[config.mk]
export PLATFORM = sky130hd
export DESIGN_NAME = pc_fetch_sequencer
export DESIGN_NICKNAME = d
export VERILOG_FILES = /design/src/rtl/pc_fetch_sequencer.sv
export SDC_FILE = /design/constraint.sdc
export NUM_CORES = 1
export LEC_CHECK = 0
export ABC_AREA = 1
export CELL_PAD_IN_SITES_DETAIL_PLACEMENT = 1
export CELL_PAD_IN_SITES_GLOBAL_PLACEMENT = 1
export CORE_MARGIN = 10
export CORE_UTILIZATION = 33
export DETAILED_ROUTE_END_ITERATION = 12
export PLACE_DENSITY = 0.85
export REMOVE_ABC_BUFFERS = 1
export SLEW_MARGIN = 20
export SYNTH_ARGS = -nofsm -noshare
export SYNTH_HDL_FRONTEND = slang
export SYNTH_SLANG_ARGS = --single-unit
[constraint.sdc]
create_clock -name clk -period 2.3 [get_ports clk]
set_clock_uncertainty 0.05 [all_clocks]
set_input_delay 0.46 -clock clk [delete_from_list [all_inputs] [get_ports clk]]
set_output_delay 0.46 -clock clk [all_outputs]
set_load 0.05 [all_outputs]
[src/rtl/pc_fetch_sequencer.sv]
// Program counter owner and instruction-fetch sequencer: picks sequential, branch or
// jump PC, handshakes with instruction memory and drops responses squashed by redirects.
module pc_fetch_sequencer #(
  parameter logic [31:0] RESET_VECTOR = 32'h0000_0000,
  parameter logic [31:0] PC_STEP      = 32'd4
) (
  input  logic        clk,
  input  logic        reset,
  input  logic        stall,
  input  logic        branch_taken,
  input  logic [31:0] branch_target,
  input  logic        jump,
  input  logic [31:0] jump_target,
  output logic        imem_req,
  output logic [31:0] imem_addr,
  input  logic        imem_ready,
  output logic        fetch_valid,
  output logic [31:0] fetch_pc,
  output logic [31:0] pc,
  output logic        align_err
);

  typedef enum logic [2:0] {BOOT, FETCH, STALL, DRAIN, ERROR} state_t;

  state_t      state, state_nxt;
  logic [31:0] pending, pending_nxt;
  logic [31:0] pc_nxt, fetch_pc_nxt;
  logic        fetch_valid_nxt, align_err_nxt;
  logic        redir, misalign;
  logic [31:0] target;

  assign redir    = jump | branch_taken;
  assign target   = jump ? jump_target : branch_target;
  assign misalign = redir & (target[1:0] != 2'b00);

  // The address is the PC register itself; in DRAIN the PC is not updated until the
  // outstanding request completes, so the old address is held naturally.
  assign imem_req  = (state == FETCH) || (state == DRAIN);
  assign imem_addr = pc;

  always_comb begin
    state_nxt       = state;
    pc_nxt          = pc;
    pending_nxt     = pending;
    fetch_valid_nxt = 1'b0;
    fetch_pc_nxt    = fetch_pc;
    align_err_nxt   = align_err;
    case (state)
      BOOT: state_nxt = FETCH;
      FETCH: begin
        if (misalign) begin
          state_nxt     = ERROR;
          align_err_nxt = 1'b1;
        end else if (imem_ready) begin
          if (redir) begin
            pc_nxt = target;
          end else begin
            fetch_valid_nxt = 1'b1;
            fetch_pc_nxt    = pc;
            pc_nxt          = pc + PC_STEP;
          end
          state_nxt = stall ? STALL : FETCH;
        end else if (redir) begin
          pending_nxt = target;
          state_nxt   = DRAIN;
        end
      end
      STALL: begin
        if (misalign) begin
          state_nxt     = ERROR;
          align_err_nxt = 1'b1;
        end else begin
          if (redir) pc_nxt = target;
          if (!stall) state_nxt = FETCH;
        end
      end
      DRAIN: begin
        if (misalign) begin
          state_nxt     = ERROR;
          align_err_nxt = 1'b1;
        end else begin
          if (redir) pending_nxt = target;
          // Response belongs to the squashed address and is discarded.
          if (imem_ready) begin
            pc_nxt    = redir ? target : pending;
            state_nxt = stall ? STALL : FETCH;
          end
        end
      end
      ERROR: state_nxt = ERROR;
      default: state_nxt = ERROR;
    endcase
  end

  always_ff @(posedge clk) begin
    if (reset) begin
      state       <= BOOT;
      pc          <= RESET_VECTOR;
      pending     <= 32'd0;
      fetch_valid <= 1'b0;
      fetch_pc    <= 32'd0;
      align_err   <= 1'b0;
    end else begin
      state       <= state_nxt;
      pc          <= pc_nxt;
      pending     <= pending_nxt;
      fetch_valid <= fetch_valid_nxt;
      fetch_pc    <= fetch_pc_nxt;
      align_err   <= align_err_nxt;
    end
  end

endmodule

## After elaboration in Yosys (flattened, before gate mapping)

Cells that the tools add are included.

| word-level totals | value |
|---|---|
| bits in registers | 101 |
| input port bits | 70 |
| output and inout bits | 99 |
| word-level logic and storage cells | 62 |

| cells by class | value |
|---|---|
| $add $sub $neg | 1 |
| equality and inequality tests | 13 |
| mux-type cells | 24 |
| bitwise gates (word level) | 6 |
| reduce and logical (&&, ||, !) cells | 12 |

Operator list:

| kind | number |
|---|---|
| $mux 32 | 12 |
| $pmux 32 s3 | 1 |
| $pmux 32 s2 | 1 |
| $add 32x3->32 const B | 1 |
| $mux 3 | 7 |
| $ne 2x2->1 const B | 7 |
| $pmux 3 s4 | 1 |
| $reduce_and 4->1 | 2 |
| $reduce_and 7->1 | 1 |
| $eq 3x2->1 const B | 2 |
| $ne 3x3->1 const B | 2 |
| $ne 4x4->1 const B | 1 |
| $not 1->1 | 4 |
| $reduce_bool 2->1 | 2 |
| $reduce_or 4->1 | 1 |
| $eq 3x1->1 const B | 1 |
| $logic_not 3->1 | 1 |
| $reduce_and 3->1 | 1 |
| $reduce_bool 3->1 | 1 |
| $reduce_or 3->1 | 1 |
| $mux 2 | 1 |
| $reduce_and 2->1 | 1 |
| $and 1x1->1 | 1 |
| $logic_or 1x1->1 | 1 |
| 2 further kinds | 2 |

## Logic depth before layout (Yosys ltp)

Gate-level depths: netlist of run 1.

| depth | value |
|---|---|
| depth after elaboration | 5 |
| depth in mapped cells | 12 |
| gate-level depth less buffers | 12 |

## Least setup slack after synthesis of run 1

No wires, ideal clock.

| timing path | value |
|---|---|
| path type | register -> register |
| from | register state[0] |
| to | register pending[2] |
| library setup time | 0.116 ns |
| data arrival time | 2.034 ns |
| required time | 2.134 ns |
| setup slack | 0.100 ns |
| stages on the path, launching flop included | 9 |
| buffers on the path | 1 |
| clock period less this slack | 2.200 ns |
| cell sequence | dfxtp_1 > inv_2 > nor2_1 > inv_1 > nor3_4 > buf_2 > inv_1 > nor2_1 > nor2_1 |

| between the ends | value |
|---|---|
| longest elaborated chain between the ends | 3 |
| elaborated cells between the ends (all ways) | 8 |
| those cells by class | eq/ne (5); mux (1); reduce/logical (2) |

Ends and longest elaborated chain:

| item | line | source |
|---|---|---|
| start: declaration | 25 | `state_t state, state_nxt;` |
| start signal: assignment | 104 | `state <= state_nxt;` |
| $eq 3x1->1 / $eq 3x2->1 (equally long branches) | 48 | `case (state)` |
| $ne 2x2->1 (no line) / $reduce_bool 2->1 (equally long branches) | -- |  |
| $reduce_and 4->1 (no line) | -- |  |
| end signal: assignment | 106 | `pending <= pending_nxt;` |
| end: declaration | 26 | `logic [31:0] pending, pending_nxt;` |

Several ways; a longest one is shown, not always the timed one.
A chain may end at the register's enable or synchronous reset.

## Worst setup path after layout of run 1

| timing path | value |
|---|---|
| from | register pc[15], in the netlist imem_addr[15] |
| to | output port pc[15] |

RTL lines:

| item | line | source |
|---|---|---|
| start: declaration | 19 | `output logic [31:0] pc,` |
| start signal: assignment | 105 | `pc <= pc_nxt;` |

No word-level cell between the ends.

==> results of run 1 <==
[flip-flops by register name, summed over array words and instances (netlist names)]
signal and cells:
imem_addr 32, align_err 1, fetch_pc 32, pending 32
fetch_valid 1, state 3
[worst reg2reg max path, delay by kind of cell, from the launching register on]
family | cells | cell delay, ps
and+or+nand+nor | 9 | 1330
DFF | 1 | 510
AOI/OAI and AO/OA | 1 | 140
[stage by stage]
step | utilization | TNS (ps) | area [um2] | power, mW
floorplan | - | -54840 | 5750 | 3.13
global placement | 0.450 | 0 | 8390 | 3.91
detailed placement | 0.450 | -423 | 8390 | 3.97
CTS | 0.466 | 0 | 8690 | 5.63
global route | 0.468 | 0 | 8720 | 5.87
finish | 0.468 | 0 | 8720 | 5.60
[kinds of logic after synthesis]
family / after synthesis
buffers and inverters: 141
adder cells (fa/ha/maj): 1
AND/OR/NAND/NOR: 596
XOR/XNOR: 9
AO/OA/AOI/OAI: 183
flip-flops: 101
[cell type report]
class                   count  area [um2]
clock inverters             4        75.1
flip-flops and latches    101        2020
inverters                  53         199
fillers                  2459        9920
multi-input cells         789        3540
repair buffers            242        2360
clock buffers              10         229
well taps                 234         293
[cells in the mapped netlist]
cell and number:
a22oi_1 1, ha_1 1, xor2_1 9, o221ai_1 1
a31oi_1 30, buf_1 5, clkbuf_1 34, o21a_1 1
nor2_1 83, o21ai_0 23, buf_4 33, buf_2 16
clkinv_1 1, nand3_1 65, and2_1 3, inv_2 5
a21o_1 1, a22o_1 24, dfxtp_1 101, nor2_8 1
nand2_2 4, a21oi_1 73, inv_1 47, nor3_4 1
nand3_2 1, nor2_2 2, nand2_1 436, o211ai_1 2
o21ai_1 27
[how the worst min path moves through the flow]
stage / endpoint / slack (ps) / from / cells past startpoint
finish: fetch_pc[23]$_SDFFE_PP0P_ / 420 / fetch_pc[23]$_SDFFE_PP0P_ / 2
CTS: fetch_pc[12]$_SDFFE_PP0P_ / 410 / fetch_pc[12]$_SDFFE_PP0P_ / 2
global route: fetch_pc[23]$_SDFFE_PP0P_ / 430 / fetch_pc[23]$_SDFFE_PP0P_ / 2
detailed placement: fetch_pc[12]$_SDFFE_PP0P_ / 400 / fetch_pc[12]$_SDFFE_PP0P_ / 2
floorplan: state[1]$_SDFFE_PP0P_ / 400 / state[1]$_SDFFE_PP0P_ / 2
global placement: align_err$_SDFFE_PP0P_ / 390 / align_err$_SDFFE_PP0P_ / 2
[repair_timing]
action / CTS / global route
endpoints found under the hold margin: 0 / 0
hold buffers: 0 / 0
endpoints found under the setup margin: 0 / 13
gates resized for setup: 0 / 12
[power by group]
group / internal (mW) / leakage, nW / switching (mW)
logic: 0.676 / 3.00 / 1.20
registers: 1.89 / 0.822 / 0.165
clock network: 0.943 / 0.141 / 0.726
total: 3.51 / 3.96 / 2.09
[per-layer routing]
metal | part of all wire | GRT usage | up-vias
li1 | - | - | 3621
met1 | 0.43 | 0.233 | 3547
met5 | 0 | 0 | -
met4 | 0.022 | 0.0672 | 0
met3 | 0.057 | 0.0374 | 34
met2 | 0.49 | 0.349 | 207
==> metrics.txt, run 1 <==
run status completed; top cell type's share of synthesized area 0.325; Die X-Extent 157 um; synthesized area 0.00622 mm2; Worst slew margin 0.648; sequential area share after synthesis 0.325; Compound-Gate Fraction of Synth Area 0.170; top cells by area, synth dfxtp_1, nand2_1, a21oi_1; largest net degree at the start of global routing 63; Gate Count Post-Synth 1,031; via count about 7,400; input/output buffers 168; number of routed nets with antenna violations 0; mux contribution to synthesized area 0; final worst slack about 53 ps; max_cap viols 0; Rows 50; Lkg Pwr 3.96 nW; Placed Cells ~1,400; initial drt markers 376; drt wl/cell 17.2 um; antenna cells 0; post-synth cell types 29; post-synthesis simple-gate area fraction 0.382; HPWL reported at the end of detailed placement 18,100 um; period utilization 0.977; Hold WS a little over 400 ps; Finished Layout Cells 1,433; CTS tree built; Synth Warn # 0; commonest non-fill, non-tap cell in the layout nand2_1; layout cells sized above 1 0.0884; gr usage total 0.198; Clock Path Buffers 2; slowest stage delay, CP 870 ps; Hold Path Class flip-flop to flip-flop; Starting Density 0.334; critical path endpoint pc[15]; Place WS -102 ps; VDD IR-drop max 0.000431 V; largest delay contributor family on the critical path buffers and inverters; RSZ-0062 raised after global routing false; # IOs 169; critical path buffer and inverter count 1; final hold violations 0; Final min period 2250 ps; R2R Path Start imem_addr[6]$_SDFFE_PP0P_; Clock transition at path regs 70 ps; post-synthesis adder-cell area fraction 0.00201; Die H 157 um; Critical Path Sink Type output port; initial antenna violation count 0; CP Max Fanout 7; first-pass GRT wire length 39,500 um; FF-to-FF End imem_addr[25]$_SDFFE_PP0P_; critical path depth 1; Critical Path Start Type flip-flop; largest family of logic cells by synthesized area simple AND/OR/NAND/NOR gates; GR Overflow Total 0; vias per cell 5.17; CTS Buf Count 9; Synth Area per Inst 6.04 um2; Critical Path RT 1790 ps; clock tree root driver cell clkbuf_16; Synth area leader dfxtp_1; Area Growth Syn to Fin 40.1%; max-slew violation count 0; DR DRC count 0; Slowest cell on crit path clkdlybuf4s50_1; Worst Path Class, Setup flip-flop to output port; die area approximately 0.025 mm2; H-tree levels 3; total clock sinks a little over 100; P per Cell Area ~640 mW/mm2; Worst Max-Slew Pin Slew ~530 ps; core footprint 0.0186 mm2; nets@finish 1,267; Peak Freq roughly 450 MHz; setup bufs post-CTS 0; vias in the first global route approximately 7,700; R2R setup slack 220 ps; Final setup viols 0; crit-path cells clkdlybuf4s50_1; commonest non-fill, non-tap cells in the layout nand2_1, clkdlybuf4s50_1, dfxtp_1; clk_lat worst skew roughly 370 ps; gp weighted congestion 0.879; worst r2r path cells 10; Pre-antenna DRT Iters 4; XOR/XNOR share of the synthesized area 0.0127; critical path launch point imem_addr[15]$_SDFFE_PP0P_; worst path arrival time 1740 ps; FF+latch count, synth between 100 and 150; final WL around 25,000 um
No activity file was read; power rests on OpenSTA's default activity.
==> inputs of run 2 (changes only) <==
Settings changed: ABC_CLOCK_PERIOD_IN_PS set to 2300, REMOVE_ABC_BUFFERS 1 to not set.
==> run 2 against run 1 <==
Effect of this change:
- flip-flop and latch count unchanged
- utilization down 0.37 points
- global-route usage down 0.25 points
- non-clock buffer count down 5
- die area unchanged
- critical path depth unchanged
- sequential power about the same
- critical path type unchanged
- critical endpoint is now imem_addr[6]
- largest power group unchanged
==> metrics.txt, run 2 (synthesized netlist as in run 1, its figures left out) <==
Multi-input gate area 0.00353 mm2 (-0.21%); worst r2r path cells 10 (unchanged); drt wl/cell 17.4 um (+1.2%); number of routed nets with antenna violations 0 (unchanged); Hold Crit Depth 2 (unchanged); commonest non-fill, non-tap cells in the layout nand2_1, clkdlybuf4s50_1, dfxtp_1; final hold violations 0 (unchanged); first-pass GRT wire length 38,900 um (-1.5%); Reg power frac 0.372 (+0.005); Worst Path Class, Setup flip-flop to output port; largest delay contributor family on the critical path buffers and inverters; Slowest cell on crit path clkdlybuf4s50_1; die area 0.0247 mm2 (unchanged); clock tree root driver cell clkbuf_16; gp weighted congestion 0.903 (+2.8%); vias per cell 5.18 (+0.21%); core footprint 0.0186 mm2 (unchanged); # IOs 169 (unchanged); Hold WS 409 ps (-6.49 ps); period utilization 0.989 (+0.0124); Worst Max-Slew Pin Slew 552 ps (+26.1 ps); crit-path cells clkdlybuf4s50_1; logic gate share of total power 0.342 (+0.007); Final min period 2280 ps (+28.5 ps); Synthesized Nets ~1,100; Peak Freq 440 MHz (-1.3%); CTS Buf Count 9 (unchanged); sw power 2.11 mW (+0.96%); Endpoint, Worst Hold align_err$_SDFFE_PP0P_; CTS tree built; final WL 24,900 um (+0.94%); Clk pwr share 0.286 (-0.012); total clock sinks 101 (unchanged); vias in the first global route 7,257 (-5.7%); Die X-Extent 157 um (unchanged); VDD IR-drop max 0.000366 V (-15%); Hold Path Class flip-flop to flip-flop; Critical Path RT 1790 ps (about the same); via count 7,404 (-0.067%); clk_lat worst skew 360 ps (about the same); R2R Path Start imem_addr[6]$_SDFFE_PP0P_; layout cells sized above 1 0.0895 (+0.00113); HPWL reported at the end of detailed placement 18,900 um (+4.5%); final setup TNS 0 ps (unchanged); Lkg Pwr 3.89 nW (-1.7%); sw frac 0.380 (+0.00670); worst path arrival time 1770 ps (+30 ps); slowest stage delay, CP 880 ps (about the same); FF-to-FF End imem_addr[25]$_SDFFE_PP0P_; R2R setup slack 250 ps (+30 ps); Final Power 5.56 mW (-0.82%); nets@finish 1,262 (-0.39%); input/output buffers 168 (unchanged); Clock transition at path regs 70 ps (about the same); max_cap viols 0 (unchanged); DR DRC count 0 (unchanged); P per Cell Area 642 mW/mm2 (about the same); Starting Density 0.334 (unchanged); Critical Path Sink Type output port; Clock Path Buffers 2 (unchanged); Area Growth Syn to Fin 39.0%; register area 0.00202 mm2 (unchanged); commonest non-fill, non-tap cell in the layout nand2_1; H-tree levels 3 (unchanged); Placed Cells 1,414 (-0.35%); Post-CTS Hold Buffers 0 (unchanged); Pint 3.44 mW (-1.9%); Fill cells 2,464 (+0.20%); gr usage total 0.195 (-0.00253); Die H 157 um (unchanged); GR Overflow Total 0 (unchanged); Pre-antenna DRT Iters 5 (+1); max-slew violation count 0 (unchanged); Rows 50 (unchanged); Finished Layout Cells 1,429 (-0.28%); RSZ-0062 raised after global routing false; critical path buffer and inverter count 1 (unchanged); antenna cells 0 (unchanged); initial antenna violation count 0 (unchanged); start point of the worst hold path align_err$_SDFFE_PP0P_; CP Max Fanout 7 (unchanged); largest net degree at the start of global routing 64 (+1.6%); Final setup viols 0 (unchanged); Critical Path Start Type flip-flop; initial drt markers 489 (+30%); Worst slew margin 0.631 (-0.0175); run status completed
run 2: cell count changes in the layout (fill, tap and decap cells not counted), moves of 2 or more:
cell / previous run / this run
dlygate4sd2_1: 0 / 2
buf_2: 2 / 0
buf_4: 66 / 68
dlymetal6s2s_1: 11 / 7
clkdlybuf4s50_1: 154 / 151
run 2: worst max path at each step:
stage	start	cells after the start	slack [ps]	to
after floorplan	state[0]$_SDFFE_PP0P_	8	100	pending[2]$_SDFFE_PP0P_
after global placement	jump	14	-20	imem_addr[5]$_SDFFE_PP0P_
after detailed placement	jump	14	-120	imem_addr[5]$_SDFFE_PP0P_
after CTS	imem_addr[4]$_SDFFE_PP0P_	1	4	pc[4]
after global routing	imem_addr[11]$_SDFFE_PP0P_	1	3	pc[11]
final	imem_addr[6]$_SDFFE_PP0P_	1	20	imem_addr[6]
run 2: final cells by class:
class                           count  area share
Inverter                           53      0.0230
Clock buffer                       10      0.0276
Multi-Input combinational cell    789       0.408
Timing Repair Buffer              237       0.267
Clock inverter                      5     0.00709
Sequential cell                   101       0.234
Tap cell                          234      0.0338
run 2: what timing repair did:
action,CTS,global route
hold endpoints to repair,0,0
setup endpoints to repair,2,8
buffers inserted,0,0
resized for setup,2,7
run 2: power by group through the flow:
stage          Clock, mW  Sequential, mW  Combinational [mW]
6_report            1.59            2.06                1.90
5_1_grt             1.69            2.08                2.05
4_1_cts             1.61            2.06                1.91
3_5_place_dp           0            2.10                1.90
3_3_place_gp           0            2.09                1.86
2_1_floorplan          0            2.30               0.970
run 2: stage by stage:
stage,instance area [um2],utilization,worst slack (ps)
finish,8650,0.464,24.9
global placement,8340,0.447,-23.0
global route,8650,0.464,2.64
detailed placement,8340,0.447,-122
CTS,8630,0.463,4.16
floorplan,6220,-,100
run 2: metal layers:
layer,vias to the layer above,global-route usage,routed length [um]
met3,19,0.0303,1610
met2,235,0.315,11400
met4,0,0.0485,310
li1,3613,-,-
met1,3537,0.265,11600
met5,-,0,0
